===== src/rtl/svreal_chan_accum_if.sv =====
// Sample-in / window-result-out handshake bundle for svreal_chan_accum.
// master drives samples and out_ready; slave is the accumulator.
interface svreal_chan_accum_if #(
  parameter int CW        = 2,
  parameter int IN_WIDTH  = 16,
  parameter int OUT_WIDTH = 24
);
  logic                        in_valid;
  logic                        in_ready;
  logic [CW-1:0]               in_ch;
  logic signed [IN_WIDTH-1:0]  in_value;
  logic                        out_valid;
  logic                        out_ready;
  logic [CW-1:0]               out_ch;
  logic signed [OUT_WIDTH-1:0] out_value;
  logic                        out_sat;

  modport master (
    output in_valid, in_ch, in_value, out_ready,
    input  in_ready, out_valid, out_ch, out_value, out_sat
  );

  modport slave (
    input  in_valid, in_ch, in_value, out_ready,
    output in_ready, out_valid, out_ch, out_value, out_sat
  );
endinterface


===== src/rtl/svreal_chan_accum.sv =====
// N-channel windowed svreal accumulator with saturating add.
// ACCUM_ROUND_EN: round half-up (instead of truncate) on right-shift alignment.
module svreal_chan_accum #(
  parameter int N_CH      = 4,
  parameter int IN_WIDTH  = 16,
  parameter int IN_EXP    = -8,
  parameter int OUT_WIDTH = 24,
  parameter int OUT_EXP   = -10,
  parameter int LEN       = 8
) (
  input logic               clk,
  input logic               rst,
  svreal_chan_accum_if.slave bus
);
  localparam int CW = (N_CH > 1) ? $clog2(N_CH) : 1;
  localparam int NW = (LEN > 1) ? $clog2(LEN) : 1;
  localparam int D  = IN_EXP - OUT_EXP;
  localparam int SH = (D >= 0) ? D : -D;
  localparam int W  = ((OUT_WIDTH > IN_WIDTH + SH) ?
                       OUT_WIDTH : IN_WIDTH + SH) + 2;
  localparam logic [NW-1:0] LAST = NW'(LEN - 1);
  localparam logic signed [W-1:0] MAXV =
    {{(W-OUT_WIDTH+1){1'b0}}, {(OUT_WIDTH-1){1'b1}}};
  localparam logic signed [W-1:0] MINV =
    {{(W-OUT_WIDTH+1){1'b1}}, {(OUT_WIDTH-1){1'b0}}};
`ifdef ACCUM_ROUND_EN
  localparam int RS = (SH > 0) ? SH - 1 : 0;
  localparam logic signed [W-1:0] RND = W'(1) << RS;
`endif

  logic signed [OUT_WIDTH-1:0] acc [N_CH];
  logic [NW-1:0]               cnt [N_CH];
  logic [N_CH-1:0]             sat;

  logic                        ov;
  logic [CW-1:0]               och;
  logic signed [OUT_WIDTH-1:0] oval;
  logic                        osat;

  logic                        ch_ok;
  logic [CW-1:0]               ch;
  logic                        take;
  logic                        last;
  logic                        clamp;
  logic signed [W-1:0]         x;
  logic signed [W-1:0]         al;
  logic signed [W-1:0]         sum;
  logic signed [OUT_WIDTH-1:0] sum_c;

  assign bus.in_ready  = !rst && (!ov || bus.out_ready);
  assign bus.out_valid = ov;
  assign bus.out_ch    = och;
  assign bus.out_value = oval;
  assign bus.out_sat   = osat;

  // out-of-range channels are consumed but never touch state
  assign ch_ok = 32'(bus.in_ch) < N_CH;
  assign ch    = ch_ok ? bus.in_ch : '0;
  assign take  = bus.in_valid && bus.in_ready && ch_ok;
  assign last  = cnt[ch] == LAST;

  always_comb begin
    x     = W'(bus.in_value);
    al    = x;
    if (D >= 0) begin
      al = x <<< SH;
    end else begin
`ifdef ACCUM_ROUND_EN
      al = (x + RND) >>> SH;
`else
      al = x >>> SH;
`endif
    end
    sum   = W'(acc[ch]) + al;
    clamp = (sum > MAXV) || (sum < MINV);
    if (sum > MAXV)
      sum_c = MAXV[OUT_WIDTH-1:0];
    else if (sum < MINV)
      sum_c = MINV[OUT_WIDTH-1:0];
    else
      sum_c = sum[OUT_WIDTH-1:0];
  end

  always_ff @(posedge clk) begin
    if (rst) begin
      for (int i = 0; i < N_CH; i++) begin
        acc[i] <= '0;
        cnt[i] <= '0;
      end
      sat  <= '0;
      ov   <= 1'b0;
      och  <= '0;
      oval <= '0;
      osat <= 1'b0;
    end else begin
      if (ov && bus.out_ready)
        ov <= 1'b0;
      if (take) begin
        if (last) begin
          oval    <= sum_c;
          osat    <= sat[ch] | clamp;
          och     <= ch;
          ov      <= 1'b1;
          acc[ch] <= '0;
          cnt[ch] <= '0;
          sat[ch] <= 1'b0;
        end else begin
          acc[ch] <= sum_c;
          cnt[ch] <= cnt[ch] + 1'b1;
          sat[ch] <= sat[ch] | clamp;
        end
      end
    end
  end
endmodule

===== src/flat_wrapper.sv =====
// flat-port wrapper written by rule: the top's interface ports become plain ports
module svreal_chan_accum_flat 
#(
  parameter int N_CH      = 4,
  parameter int IN_WIDTH  = 16,
  parameter int IN_EXP    = -8,
  parameter int OUT_WIDTH = 24,
  parameter int OUT_EXP   = -10,
  parameter int LEN       = 8
)
  (clk, rst, bus_in_valid, bus_in_ch, bus_in_value, bus_out_ready, bus_in_ready, bus_out_valid, bus_out_ch, bus_out_value, bus_out_sat);
  svreal_chan_accum_if #(.IN_WIDTH(IN_WIDTH), .OUT_WIDTH(OUT_WIDTH)) bus_i ();
  input logic clk;
  input logic rst;
  input wire logic [$bits(bus_i.in_valid)-1:0] bus_in_valid;
  input wire logic [$bits(bus_i.in_ch)-1:0] bus_in_ch;
  input wire logic [$bits(bus_i.in_value)-1:0] bus_in_value;
  input wire logic [$bits(bus_i.out_ready)-1:0] bus_out_ready;
  output wire logic [$bits(bus_i.in_ready)-1:0] bus_in_ready;
  output wire logic [$bits(bus_i.out_valid)-1:0] bus_out_valid;
  output wire logic [$bits(bus_i.out_ch)-1:0] bus_out_ch;
  output wire logic [$bits(bus_i.out_value)-1:0] bus_out_value;
  output wire logic [$bits(bus_i.out_sat)-1:0] bus_out_sat;
  assign bus_i.in_valid = bus_in_valid;
  assign bus_i.in_ch = bus_in_ch;
  assign bus_i.in_value = bus_in_value;
  assign bus_i.out_ready = bus_out_ready;
  assign bus_in_ready = bus_i.in_ready;
  assign bus_out_valid = bus_i.out_valid;
  assign bus_out_ch = bus_i.out_ch;
  assign bus_out_value = bus_i.out_value;
  assign bus_out_sat = bus_i.out_sat;
  svreal_chan_accum #(.N_CH(N_CH), .IN_WIDTH(IN_WIDTH), .IN_EXP(IN_EXP), .OUT_WIDTH(OUT_WIDTH), .OUT_EXP(OUT_EXP), .LEN(LEN)) u_core (.clk(clk), .rst(rst), .bus(bus_i));
endmodule

===== config.mk =====
export PLATFORM = sky130hd
export DESIGN_NAME = svreal_chan_accum_flat
export DESIGN_NICKNAME = d
export VERILOG_FILES = /design/src/rtl/svreal_chan_accum_if.sv /design/src/rtl/svreal_chan_accum.sv /design/src/flat_wrapper.sv
export SDC_FILE = /design/constraint.sdc
export NUM_CORES = 1
export LEC_CHECK = 0
export ABC_AREA = 1
export ABC_CLOCK_PERIOD_IN_PS = 5150
export CORE_ASPECT_RATIO = 1.75
export CORE_UTILIZATION = 59
export DETAILED_ROUTE_END_ITERATION = 8
export GPL_TIMING_DRIVEN = 0
export PLACE_DENSITY_LB_ADDON = 0.1
export SETUP_SLACK_MARGIN = 0.5
export SLEW_MARGIN = 15
export SYNTH_ARGS = -nofsm -noshare
export SYNTH_HDL_FRONTEND = slang
export SYNTH_SLANG_ARGS = --single-unit

===== constraint.sdc =====
create_clock -name clk -period 5.15 [get_ports clk]
set_clock_uncertainty 0.2 [all_clocks]
set_input_delay 1.03 -clock clk [delete_from_list [all_inputs] [get_ports clk]]
set_output_delay 1.03 -clock clk [all_outputs]
set_load 0.02 [all_outputs]

==> summary.txt <==
Outcome: completed
CP Class: in2reg
Part of the cycle the worst path needs: 0.869
Number of global-route vias before repair: 6507
Unique masters post-synth: 42
Worst Path Required: 5100 ps
FF+latch area: 3880 um2
Yosys warns: 0
I/O pins: 51
Core footprint: 12400 um2
Design Area, Final: 9000 um2
Synth top area share: 0.433
Crit-path most repeated cell: nand2_4
CTS tree: built
Top post-synthesis cells by area: edfxtp_1 (43%), nand2_1 (9.6%), dfxtp_1 (8.6%)
H-tree depth: 4
Multi-input logic area: 3180 um2
Seq/Total Area, Yosys: 0.519
Total gr overflow: 0
Clk sinks: 140
Fill cell count: 972
Synth area leader: edfxtp_1
Min Tclk post-route: 4480 ps
Global-route wire length before repair: 33.3 mm
Initial drt markers: 601
Worst-path cell chain: clkdlybuf4s50_1, inv_1, nor2_1, clkbuf_4, clkbuf_4, nand2_1, nand3_1, ha_1, a21oi_1, nand3_4, nand2_2, nand3_2, nand2_2, nand2_4, nand2_4, buf_6, buf_12, nand2_4, nand2_4, nor2_2
Max-cap violations: 0
Crit path capture type: register
Final WL: 21.5 mm
Via density: 5.85
Dpl ws: -693 ps
Largest net degree at the start of global routing: 28
Slowest cell delay on critical path: 490 ps
Worst hold path type: reg2reg
Syn nets: 873
Unrepaired setup endpoints after global routing: no
Clk root buf: clkbuf_16
Die Wd: 87.1 um
Final cell count without fillers: 1080
Worst Tran Pin Value: 846 ps
Max Clk Rate: 223 MHz
Maximum vdd drop: 0.406 mV
Final Hold Fails: 0
Clock tree buffer depth: 2
Number of port buffers: 50
Synth Cell Area: 7480 um2
Hold-fix buffers, CTS: 0
Vias: 6318
HPWL after DPL: 15.0 mm
Worst Setup Start Kind: input pin
P_leak: 0.00407 uW
Area growth from synthesis to final layout: 20.2%
Gr usage total: 0.350
Avg WL per Cell: 19.9 um
Setup ws final: 673 ps
Num CTS Buffers: 17
DIE AREA: 13200 um2
Die boundary height: 151 um
Max-slew headroom: 0.434
Final GP Congestion: 0.911
Crit path max-delay family: buffers and inverters
Pwr/cell area: 374 nW/um2
Yosys reg bits: 140
Slowest cell on crit path: clkdlybuf4s50_1
# DRC: 0
Initial core utilization: 0.602
Skew-Pair Late Insertion Delay: 420 ps
Number of instances in the placed design: 1044
Mapped Cells: 826
Layout cells sized above 1: 0.149
Placed instance area: 8200 um2
Initial antenna violation count: 0
Final #Nets: 946
Max Slew Vio Count: 0
Crit path max fanout: 10
Total Power: 3360 uW
Crit path buffers/inverters: 6
Antenna Violating Nets Remaining: 0
Critical Path AT: 4420 ps
Fin Setup TNS: 0 ps
Mean Syn Cell Area: 9.06 um2
Site Rows: 54
Setup Viol. Count Final: 0
Worst-path clk slew: 60 ps
Antenna Cells: 0
Drt pass-1 iters: 6
[final timing paths]
kind / startpoint / to / slack (ps) / depth (start not counted)
hold / removal: u_core.bus.out_valid / u_core.bus.out_valid / 290 / 2
hold reg to reg: u_core.bus.out_valid / u_core.bus.out_valid / 290 / 2
setup reg to reg: u_core.acc[2][3] / u_core.acc[2][19] / 1820 / 17
setup / recovery: bus_in_ch[1] / u_core.acc[0][18] / 670 / 20
[repair_timing]
| action | CTS | global route |
|---|---|---|
| pin swaps | 1 | 1 |
| gates resized for setup | 19 | 26 |
| setup endpoints to repair | 128 | 119 |
| gates cloned | 0 | 0 |
| setup buffers | 1 | 3 |
[synthesized netlist by cell type (all sizes together)]
master,instances
xor2,9
nand3,40
xnor2,6
ha,24
nand4,5
a21oi,23
nand3b,2
o21bai,22
and3,1
nand2,214
and2,2
nor4,1
a22oi,37
a22o,4
fa,1
clkbuf,22
o22ai,2
a31oi,2
o211ai,1
buf,11
inv,92
dfxtp,32
a221oi,4
nor3,2
o21a,5
edfxtp,108
o21ai,30
nor2,123
or2,1
[state kept, by name (all words and copies together) (netlist names)]
name,flops
u_core.acc,96
u_core.bus.out_value,24
u_core.cnt,12
u_core.sat,4
u_core.bus.out_ch,2
u_core.bus.out_sat,1
u_core.bus.out_valid,1
[cells in the final DEF (no fill, tap or decap), drive strengths merged, types with 5 or more instances in the layout]
| cell type | Yosys | final |
|---|---|---|
| a21oi | 23 | 23 |
| clkdlybuf4s50 | 0 | 49 |
| xnor2 | 6 | 6 |
| o21bai | 22 | 22 |
| buf | 11 | 17 |
| clkbuf | 22 | 39 |
| o21a | 5 | 5 |
| nand2 | 214 | 214 |
| nor2 | 123 | 123 |
| edfxtp | 108 | 108 |
| dfxtp | 32 | 32 |
| nand4 | 5 | 5 |
| xor2 | 9 | 9 |
| o21ai | 30 | 30 |
| nand3 | 40 | 40 |
| inv | 92 | 97 |
| a22oi | 37 | 37 |
| ha | 24 | 24 |
[layer usage]
layer  share of wire  wire, um  GRT usage  vias to the layer above
met4           0.049      1060      0.234                        0
met5               0         0          0                        -
met3           0.062      1320     0.0649                       73
li1                -         -          -                     2916
met1            0.36      7770      0.378                     3017
met2            0.53     11300      0.615                      312
[where the power goes]
group          internal (uW)  total [uW]  switching [uW]
Sequential              1300        1320            23.5
Clock                    765        1260             493
Combinational            257         785             528
Total                   2320        3360            1040
[layout make-up]
cell class              instances  area share
repair buffers                 54      0.0620
well taps                     168      0.0234
clock buffers                  19      0.0516
inverters                      92      0.0384
clock inverters                13      0.0171
flip-flops and latches        140       0.432
plain buffers                  33      0.0225
multi-input cells             561       0.353
[logic make-up (layout without fill, tap and decap cells)]
| family | Yosys count | count (layout) | share of synthesized area |
|---|---|---|---|
| AO/OA/AOI/OAI | 130 | 130 | 0.117 |
| adder cells (fa/ha/maj) | 25 | 25 | 0.0428 |
| buffers and inverters | 125 | 211 | 0.0677 |
| AND/OR/NAND/NOR | 391 | 391 | 0.236 |
| XOR/XNOR | 15 | 15 | 0.0176 |
| flip-flops | 140 | 140 | 0.519 |
[worst min-delay path, delay by kind of cell (launching register included)]
family,cells,cell delay [ps]
AOI/OAI and AO/OA,1,50
DFF,1,320
and+or+nand+nor,1,60
[per-stage QoR]
| stage | hold slack [ps] | util |
|---|---|---|
| 2_1_floorplan | 254 | - |
| 3_3_place_gp | 267 | 0.659 |
| 3_5_place_dp | 279 | 0.660 |
| 4_1_cts | 287 | 0.715 |
| 5_1_grt | 311 | 0.724 |
| 6_report | 289 | 0.724 |
Power figures use the tool's default switching activity.
